File: config.mk
export PLATFORM = sky130hd
export DESIGN_NAME = sensor_request
export DESIGN_NICKNAME = d
export VERILOG_FILES = /design/src/rtl/sensor_request.sv
export SDC_FILE = /design/constraint.sdc
export NUM_CORES = 1
export LEC_CHECK = 0
export BUFFER_PORTS_ARGS = -buffer_cell sky130_fd_sc_hd__buf_2
export CORE_MARGIN = 4
export CORE_UTILIZATION = 55
export DETAILED_ROUTE_END_ITERATION = 16
export PLACE_DENSITY = 0.75
export SYNTH_ARGS = -nofsm -noshare
export SYNTH_HDL_FRONTEND = slang
export SYNTH_SLANG_ARGS = --single-unit
export TNS_END_PERCENT = 30
File: constraint.sdc
create_clock -name CLOCK_50 -period 3.02 [get_ports CLOCK_50]
set_clock_uncertainty 0.1 [all_clocks]
set_input_delay 0.604 -clock CLOCK_50 [delete_from_list [all_inputs] [get_ports CLOCK_50]]
set_output_delay 0.604 -clock CLOCK_50 [all_outputs]
set_load 0.02 [all_outputs]
File: src/rtl/sensor_request.sv
// sensor_request: input-side conditioner for the east/west vehicle sensor.
// A two-flop synchronizer feeds a debouncer whose stable level drives a
// small request machine. The machine asserts go_request toward the
// intersection FSM until that FSM reports the east/west approach is served.
// It also tracks how many whole seconds the current request has waited.
module sensor_request #(
    parameter int DEBOUNCE_CYCLES = 500000,
    parameter int CNT_W           = 20,
    parameter int MAX_WAIT        = 8
) (
    input  logic       CLOCK_50,
    input  logic       resetn,
    input  logic       sensor_in,
    input  logic       tick_1s,
    input  logic [2:0] fsm_state,
    output logic       go_request,
    output logic       sensor_level,
    output logic [3:0] wait_secs,
    output logic       starved
);

    typedef enum logic [1:0] {
        IDLE    = 2'd0,
        PENDING = 2'd1,
        SERVED  = 2'd2
    } req_state_t;

    // Last count value before a new level is accepted.
    localparam logic [CNT_W-1:0] DB_LAST    = CNT_W'(DEBOUNCE_CYCLES - 1);
    localparam logic [3:0]       MAX_WAIT_W = 4'(MAX_WAIT);

    logic             sync1_reg;
    logic             sync2_reg;
    logic [CNT_W-1:0] db_cnt_reg;
    logic             lvl_reg;

    req_state_t       state_reg;
    logic             go_request_reg;
    logic [3:0]       wait_secs_reg;
    logic             starved_reg;

    logic             served;
    logic [3:0]       wait_inc;
    logic [3:0]       wait_next;

    // East/west left (3) and east/west green (4) count as service; every
    // other light code means the side road is still waiting.
    assign served = (fsm_state == 3'd3) || (fsm_state == 3'd4);

    // Saturating one-second increment of the pending time.
    always_comb begin
        wait_inc  = wait_secs_reg;
        wait_next = wait_secs_reg;
        if (wait_secs_reg != 4'hF) begin
            wait_inc = wait_secs_reg + 4'd1;
        end
        if (tick_1s) begin
            wait_next = wait_inc;
        end
    end

    // Two-flop synchronizer for the asynchronous sensor line.
    always_ff @(posedge CLOCK_50 or negedge resetn) begin
        if (!resetn) begin
            sync1_reg <= 1'b0;
            sync2_reg <= 1'b0;
        end else begin
            sync1_reg <= sensor_in;
            sync2_reg <= sync1_reg;
        end
    end

    // Debouncer: a new level must persist for DEBOUNCE_CYCLES consecutive
    // samples; any return to the stable level restarts the count.
    always_ff @(posedge CLOCK_50 or negedge resetn) begin
        if (!resetn) begin
            db_cnt_reg <= '0;
            lvl_reg    <= 1'b0;
        end else if (sync2_reg == lvl_reg) begin
            db_cnt_reg <= '0;
        end else if (db_cnt_reg == DB_LAST) begin
            lvl_reg    <= sync2_reg;
            db_cnt_reg <= '0;
        end else begin
            db_cnt_reg <= db_cnt_reg + CNT_W'(1);
        end
    end

    // Request machine with registered outputs; each output is written on
    // the same edge as the state it belongs to, so nothing is combinational.
    always_ff @(posedge CLOCK_50 or negedge resetn) begin
        if (!resetn) begin
            state_reg      <= IDLE;
            go_request_reg <= 1'b0;
            wait_secs_reg  <= 4'd0;
            starved_reg    <= 1'b0;
        end else begin
            case (state_reg)
                IDLE: begin
                    wait_secs_reg <= 4'd0;
                    starved_reg   <= 1'b0;
                    if (lvl_reg && !served) begin
                        state_reg      <= PENDING;
                        go_request_reg <= 1'b1;
                    end else begin
                        go_request_reg <= 1'b0;
                    end
                end
                PENDING: begin
                    if (served) begin
                        // Service wins over a tick or a departure in the
                        // same cycle; the wait count is frozen as-is.
                        state_reg      <= SERVED;
                        go_request_reg <= 1'b0;
                        starved_reg    <= 1'b0;
                    end else if (!lvl_reg) begin
                        state_reg      <= IDLE;
                        go_request_reg <= 1'b0;
                        wait_secs_reg  <= 4'd0;
                        starved_reg    <= 1'b0;
                    end else begin
                        go_request_reg <= 1'b1;
                        wait_secs_reg  <= wait_next;
                        starved_reg    <= (wait_next >= MAX_WAIT_W);
                    end
                end
                SERVED: begin
                    go_request_reg <= 1'b0;
                    starved_reg    <= 1'b0;
                    if (!served) begin
                        // A car still present re-requests from IDLE next.
                        state_reg     <= IDLE;
                        wait_secs_reg <= 4'd0;
                    end
                end
                default: begin
                    state_reg      <= IDLE;
                    go_request_reg <= 1'b0;
                    wait_secs_reg  <= 4'd0;
                    starved_reg    <= 1'b0;
                end
            endcase
        end
    end

    assign go_request   = go_request_reg;
    assign sensor_level = lvl_reg;
    assign wait_secs    = wait_secs_reg;
    assign starved      = starved_reg;

endmodule

# [Word-level counts from Yosys, hierarchy flattened]
# Cells that the tools add are included.
[totals] out_inout_bits=7 word_cells=50 input_bits=7 reg_bits=31
[op_classes] order_cmp=1 mux=20 reduce_logical=7 n_bitwise=1 add_sub_neg=2 n_eq_ne=11
[ops] op="$mux 20" n=2
[ops] op="$add 20x1->20 const B" n=1
[ops] op="$eq 20x19->1 const B" n=1
[ops] op="$mux 4" n=5
[ops] op="$mux 2" n=4
[ops] op="$pmux 4 s2" n=1
[ops] op="$mux 1" n=6
[ops] op="$ne 2x2->1 const B" n=3
[ops] op="$pmux 2 s3" n=1
[ops] op="$add 4x1->4 const B" n=1
[ops] op="$ge 4x4->1 const B" n=1
[ops] op="$ne 4x4->1 const B" n=1
[ops] op="$reduce_and 2->1" n=2
[ops] op="$eq 3x2->1 const B" n=1
[ops] op="$eq 3x3->1 const B" n=1
[ops] op="$ne 3x3->1 const B" n=1
[ops] op="$reduce_and 3->1" n=1
[ops] op="$eq 2x1->1 const B" n=1
[ops] op="$eq 2x2->1 const B" n=1
[ops] op="$logic_not 2->1" n=1
[ops] op="$pmux 1 s2" n=1
[ops] op="$eq 1x1->1" n=1
[ops] op="$logic_and 1x1->1" n=1
[ops] op="$logic_not 1->1" n=1
[ops] op="other kinds (2)" n=2

# [Logic depth before layout (Yosys ltp)]
[logic_depth] depth_word=7 ltp_mapped=6 ltp_nobuf=5

# [Least setup slack after synthesis]
# No wires, ideal clock.
[synth_timing] kind="reg2reg" startpoint="reg db_cnt_reg[10]" endpoint="reg lvl_reg (netlist: sensor_level)" arrival_time_ps=1796 stages_incl_launch_ff=5 setup_time_ps=125 required_time_ps=2795 slack_ps=1000 n_path_buf=0 synth_period_minus_slack_ps=2020 cell_sequence="dfrtp_1 or4b_1 or4_1 nor2_1 mux2_2"
[synth_via] elab_chain_cells=2
[synth_rtl] item="from (decl)" line_no="34" text="logic [CNT_W-1:0] db_cnt_reg;"
[synth_rtl] item="from (signal assigned)" line_no="85" text="db_cnt_reg <= db_cnt_reg + CNT_W'(1);"
[synth_rtl] item="$eq 20x19->1" line_no="81" text="end else if (db_cnt_reg == DB_LAST) begin"
[synth_rtl] item="$reduce_and 2->1 (no source line)"
[synth_rtl] item="to (signal assigned)" line_no="82" text="lvl_reg <= sync2_reg;"
[synth_rtl] item="to (decl)" line_no="35" text="logic lvl_reg;"
# No other way between the ends.
# A chain may end at the register's enable or synchronous reset.

# [Worst setup path in the final report]
[layout_timing] startpoint="reg db_cnt_reg[0]" endpoint="reg db_cnt_reg[16]"
[layout_via] elab_chain_cells=3 word_cells_on_any_way=4 classes_between="add/sub (1); eq/ne (1); mux (2)"
[layout_rtl] item="$add 20x1->20 or $eq 20x19->1 (tied branches)" line_no="85, 81"
[layout_rtl] item="$mux 20 *" line_no="81"
[layout_rtl] item="$mux 20 *" line_no="79" text="end else if (sync2_reg == lvl_reg) begin"
# Every way passes the cells marked *; elsewhere a longest branch is shown, timed or not.

==> out/summary.txt <==
==================================================================================
Post-route minimum period                                                  2.24 ns
Relative slew margins                                                        55.3%
Drc violations                                                                   0
Relative contribution of the clock network to total power                    43.1%
Number of cells in the design after placement                                  184
Startpoint types                                                         flip-flop
Final Instance Area                                                    0.00164 mm2
Seq. cell area                                                             776 um2
Effective utilization at floorplan                                           58.3%
Number of distinct library cells after synthesis                                32
Crit path cell chain                                                  ha_1 -> nand4_1 -> or3_1 -> or4_1 -> a21oi_1
Number of standard cells in the final layout excluding fillers                 192
Worst Tran Pin Value                                                      0.653 ns
Per-cell routed wire length                                                15.3 um
Leading area contributor after synthesis                              sky130_fd_sc_hd__dfrtp_1
Final setup vio count                                                            0
Setup repair after global routing missed its margin                             no
Average via count per standard cell                                           6.13
TritonCTS clock tree                                                          done
Arrival @ worst endpoint                                                   2.41 ns
Buffers from clock root to sink, at most                                         2
Slowest cell on crit path                                             sky130_fd_sc_hd__or3_1
Maximum number of pins on one net before global-route repair                    32
Net total in the final layout                                                  170
IO Pins                                                                         14
Dominant register cell in the synthesized netlist                     sky130_fd_sc_hd__dfrtp_1
Vias in the first global route                                                1159
Critical path buffer and inverter count                                          0
Routability Congestion                                                       0.817
Reg clk slew, reported paths                                               0.10 ns
Critical setup path kind                                                reg -> reg
Area after detailed placement                                          0.00156 mm2
Fraction of layout instances using a drive strength above 1                  16.7%
Port buffer count                                                               13
Antenna Diode Count                                                              0
Net count after synthesis                                                      152
WP data required                                                           3.19 ns
Number of gates given a new drive strength after cts                             0
Global-route track usage on met2                                             31.5%
Hold Fails Final Rpt                                                             0
Post-route clock period utilization                                          74.2%
Crit path max fanout                                                             6
Global-route track usage on met1                                             23.5%
Run status                                                            complete, no violations
Row count                                                                       18
Max Slew Vio Count                                                               0
Share of synthesized flip-flops with an asynchronous set or reset             100%
Area growth, synth to finish                                                 12.7%
Number of inserted filler cells in the final layout                            204
Part of the total power dissipated in combinational logic                     3.7%
Setup bufs post-CTS                                                              0
Met3 routing resource usage after global routing                             6.10%
Power spent charging and discharging nets                                   172 uW
Number of buffers added to fix hold violations after cts                         0
Area used by multi-input combinational logic                               644 um2
HPWL after detailed placement                                              2010 um
Die W                                                                      59.5 um
Initial DRC Count                                                               48
CTS HTree Levels                                                                 2
Seq cells post-synth                                                            31
Worst hold slack after final layout                                       0.194 ns
Library cell used as clock root buffer                                sky130_fd_sc_hd__clkbuf_4
Flop pwr share                                                               53.2%
Peak ir drop on the vdd network                                           0.415 mV
Die Y                                                                      59.5 um
Count of max-cap constraint violations                                           0
Family of cells with the greatest summed delay on the critical path   simple AND/OR/NAND/NOR gates
Setup crit end kind                                                      flip-flop
Ratio of total power to cell area                                       485 mW/mm2
Highest-utilization routing layer at the global route stage                   met2
EDFF count, synth                                                                0
Antenna violations before repair                                                 0
Count of TritonRoute iterations in the first routing pass                        5
Largest stage delay on the critical path                                   0.53 ns
DR vias                                                                       1177
Post-synthesis cell count                                                      143
Total routed wirelength                                                    2940 um
Clock net sink count                                                            31
Proportion of netlist area held by the largest area contributor              53.2%
Leakage power figure                                                   0.000735 uW
Share of synthesized area occupied by flip-flops and latches                 53.2%
Cell Area, Synth                                                       0.00146 mm2
Die footprint                                                          0.00354 mm2
Class of the worst hold path                                           in -> async
Cell-internal power                                                         624 uW
Antenna-violating nets left                                                      0
Setup TNS                                                                     0 ns
GRT Util Overall                                                             19.8%
Most area-consuming cells after synthesis                             sky130_fd_sc_hd__dfrtp_1, sky130_fd_sc_hd__xnor2_1, sky130_fd_sc_hd__nor2_1, sky130_fd_sc_hd__a21oi_1, sky130_fd_sc_hd__or4_1
Clock buffers created by TritonCTS                                               5
Core area                                                              0.00250 mm2
Final global-route overflow total                                                0
Post-synthesis average cell area                                          10.2 um2
Latest clock arrival within the worst-skew pair                            0.34 ns
Number of synthesis warnings                                                     0
Max Fclk                                                                   447 MHz
Number of flip-flops under the largest register name                            20
Wire length of the first global-routing pass                               5130 um
Most common cell after layout, fill and taps aside                    sky130_fd_sc_hd__dfrtp_1
Switching share of power                                                     21.6%
Commonest cells after routing, fill and taps aside                    sky130_fd_sc_hd__dfrtp_1, sky130_fd_sc_hd__nor2_1, sky130_fd_sc_hd__buf_2, sky130_fd_sc_hd__nand2_1, sky130_fd_sc_hd__xnor2_1
==================================================================================
-- final cells by class --
cell class | count | area share [%]
multi-input combinational | 103 | 39.2
tap | 30 | 2.28
timing repair buffer | 15 | 4.87
inverter | 5 | 1.14
clock inverter | 2 | 2.13
clock buffer | 6 | 3.12
sequential | 31 | 47.2
-- power by group through the flow --
stage          combinational (uW)  sequential (uW)  clock [uW]
2_1_floorplan                12.4              431           0
3_3_place_gp                 28.2              431           0
3_5_place_dp                 30.2              432           0
4_1_cts                      30.3              424         349
5_1_grt                      33.7              425         371
6_report                     29.4              424         343
-- Yosys cell counts, drive strengths merged, types with 4 or more instances --
| cell type | n |
|---|---|
| a21oi | 9 |
| dfrtp | 31 |
| inv | 5 |
| nand3 | 7 |
| nor2 | 18 |
| nand2 | 10 |
| o31ai | 4 |
| o21ai | 4 |
| or4 | 6 |
| or3 | 5 |
| xnor2 | 10 |
-- metal layers --
| layer | routed length (um) | share of wire, % | vias to the layer above |
|---|---|---|---|
| met5 | 0 | 0 | - |
| met1 | 1240 | 42 | 579 |
| met2 | 1460 | 50 | 38 |
| met4 | 86 | 2.9 | 0 |
| met3 | 157 | 5.3 | 11 |
| li1 | - | - | 549 |
-- through the flow --
stage	total power, uW	util [%]	worst slack (ns)
after floorplan	443	-	1.00
after global placement	459	62.3	0.896
after detailed placement	462	62.3	0.811
after CTS	803	65.7	0.781
after global routing	829	65.7	0.602
final	796	65.7	0.781
-- worst register-to-register path, stage by stage, from the launching register on --
cell and delay [ns]:
sky130_fd_sc_hd__dfrtp_1 0.41, sky130_fd_sc_hd__ha_1 0.25, sky130_fd_sc_hd__nand4_1 0.22, sky130_fd_sc_hd__or3_1 0.53, sky130_fd_sc_hd__or4_1 0.49, sky130_fd_sc_hd__a21oi_1 0.17
-- kinds of logic after synthesis --
kind of cell | Yosys count | share of synthesized area (%)
compound gates | 22 | 9.44
xor+xnor | 13 | 7.81
fa+ha+maj | 2 | 1.72
buf+inv | 9 | 2.57
flops | 31 | 53.2
mux | 2 | 1.54
simple gates | 64 | 23.7
-- path summary, 6_finish.rpt --
| check | from | to | slack (ns) | cells past startpoint |
|---|---|---|---|---|
| max in group asynchronous | resetn | db_cnt_reg[5]$_DFF_PN0_ | 2.19 | 1 |
| min | resetn | db_cnt_reg[11]$_DFF_PN0_ | 0.19 | 1 |
| min reg2reg | sync1_reg$_DFF_PN0_ | sync2_reg$_DFF_PN0_ | 0.26 | 0 |
| min in group CLOCK_50 | sync1_reg$_DFF_PN0_ | sync2_reg$_DFF_PN0_ | 0.26 | 0 |
| max | db_cnt_reg[0]$_DFF_PN0_ | db_cnt_reg[16]$_DFF_PN0_ | 0.78 | 5 |
| max reg2reg | db_cnt_reg[0]$_DFF_PN0_ | db_cnt_reg[16]$_DFF_PN0_ | 0.78 | 5 |
No activity file was read; power rests on OpenSTA's default activity.
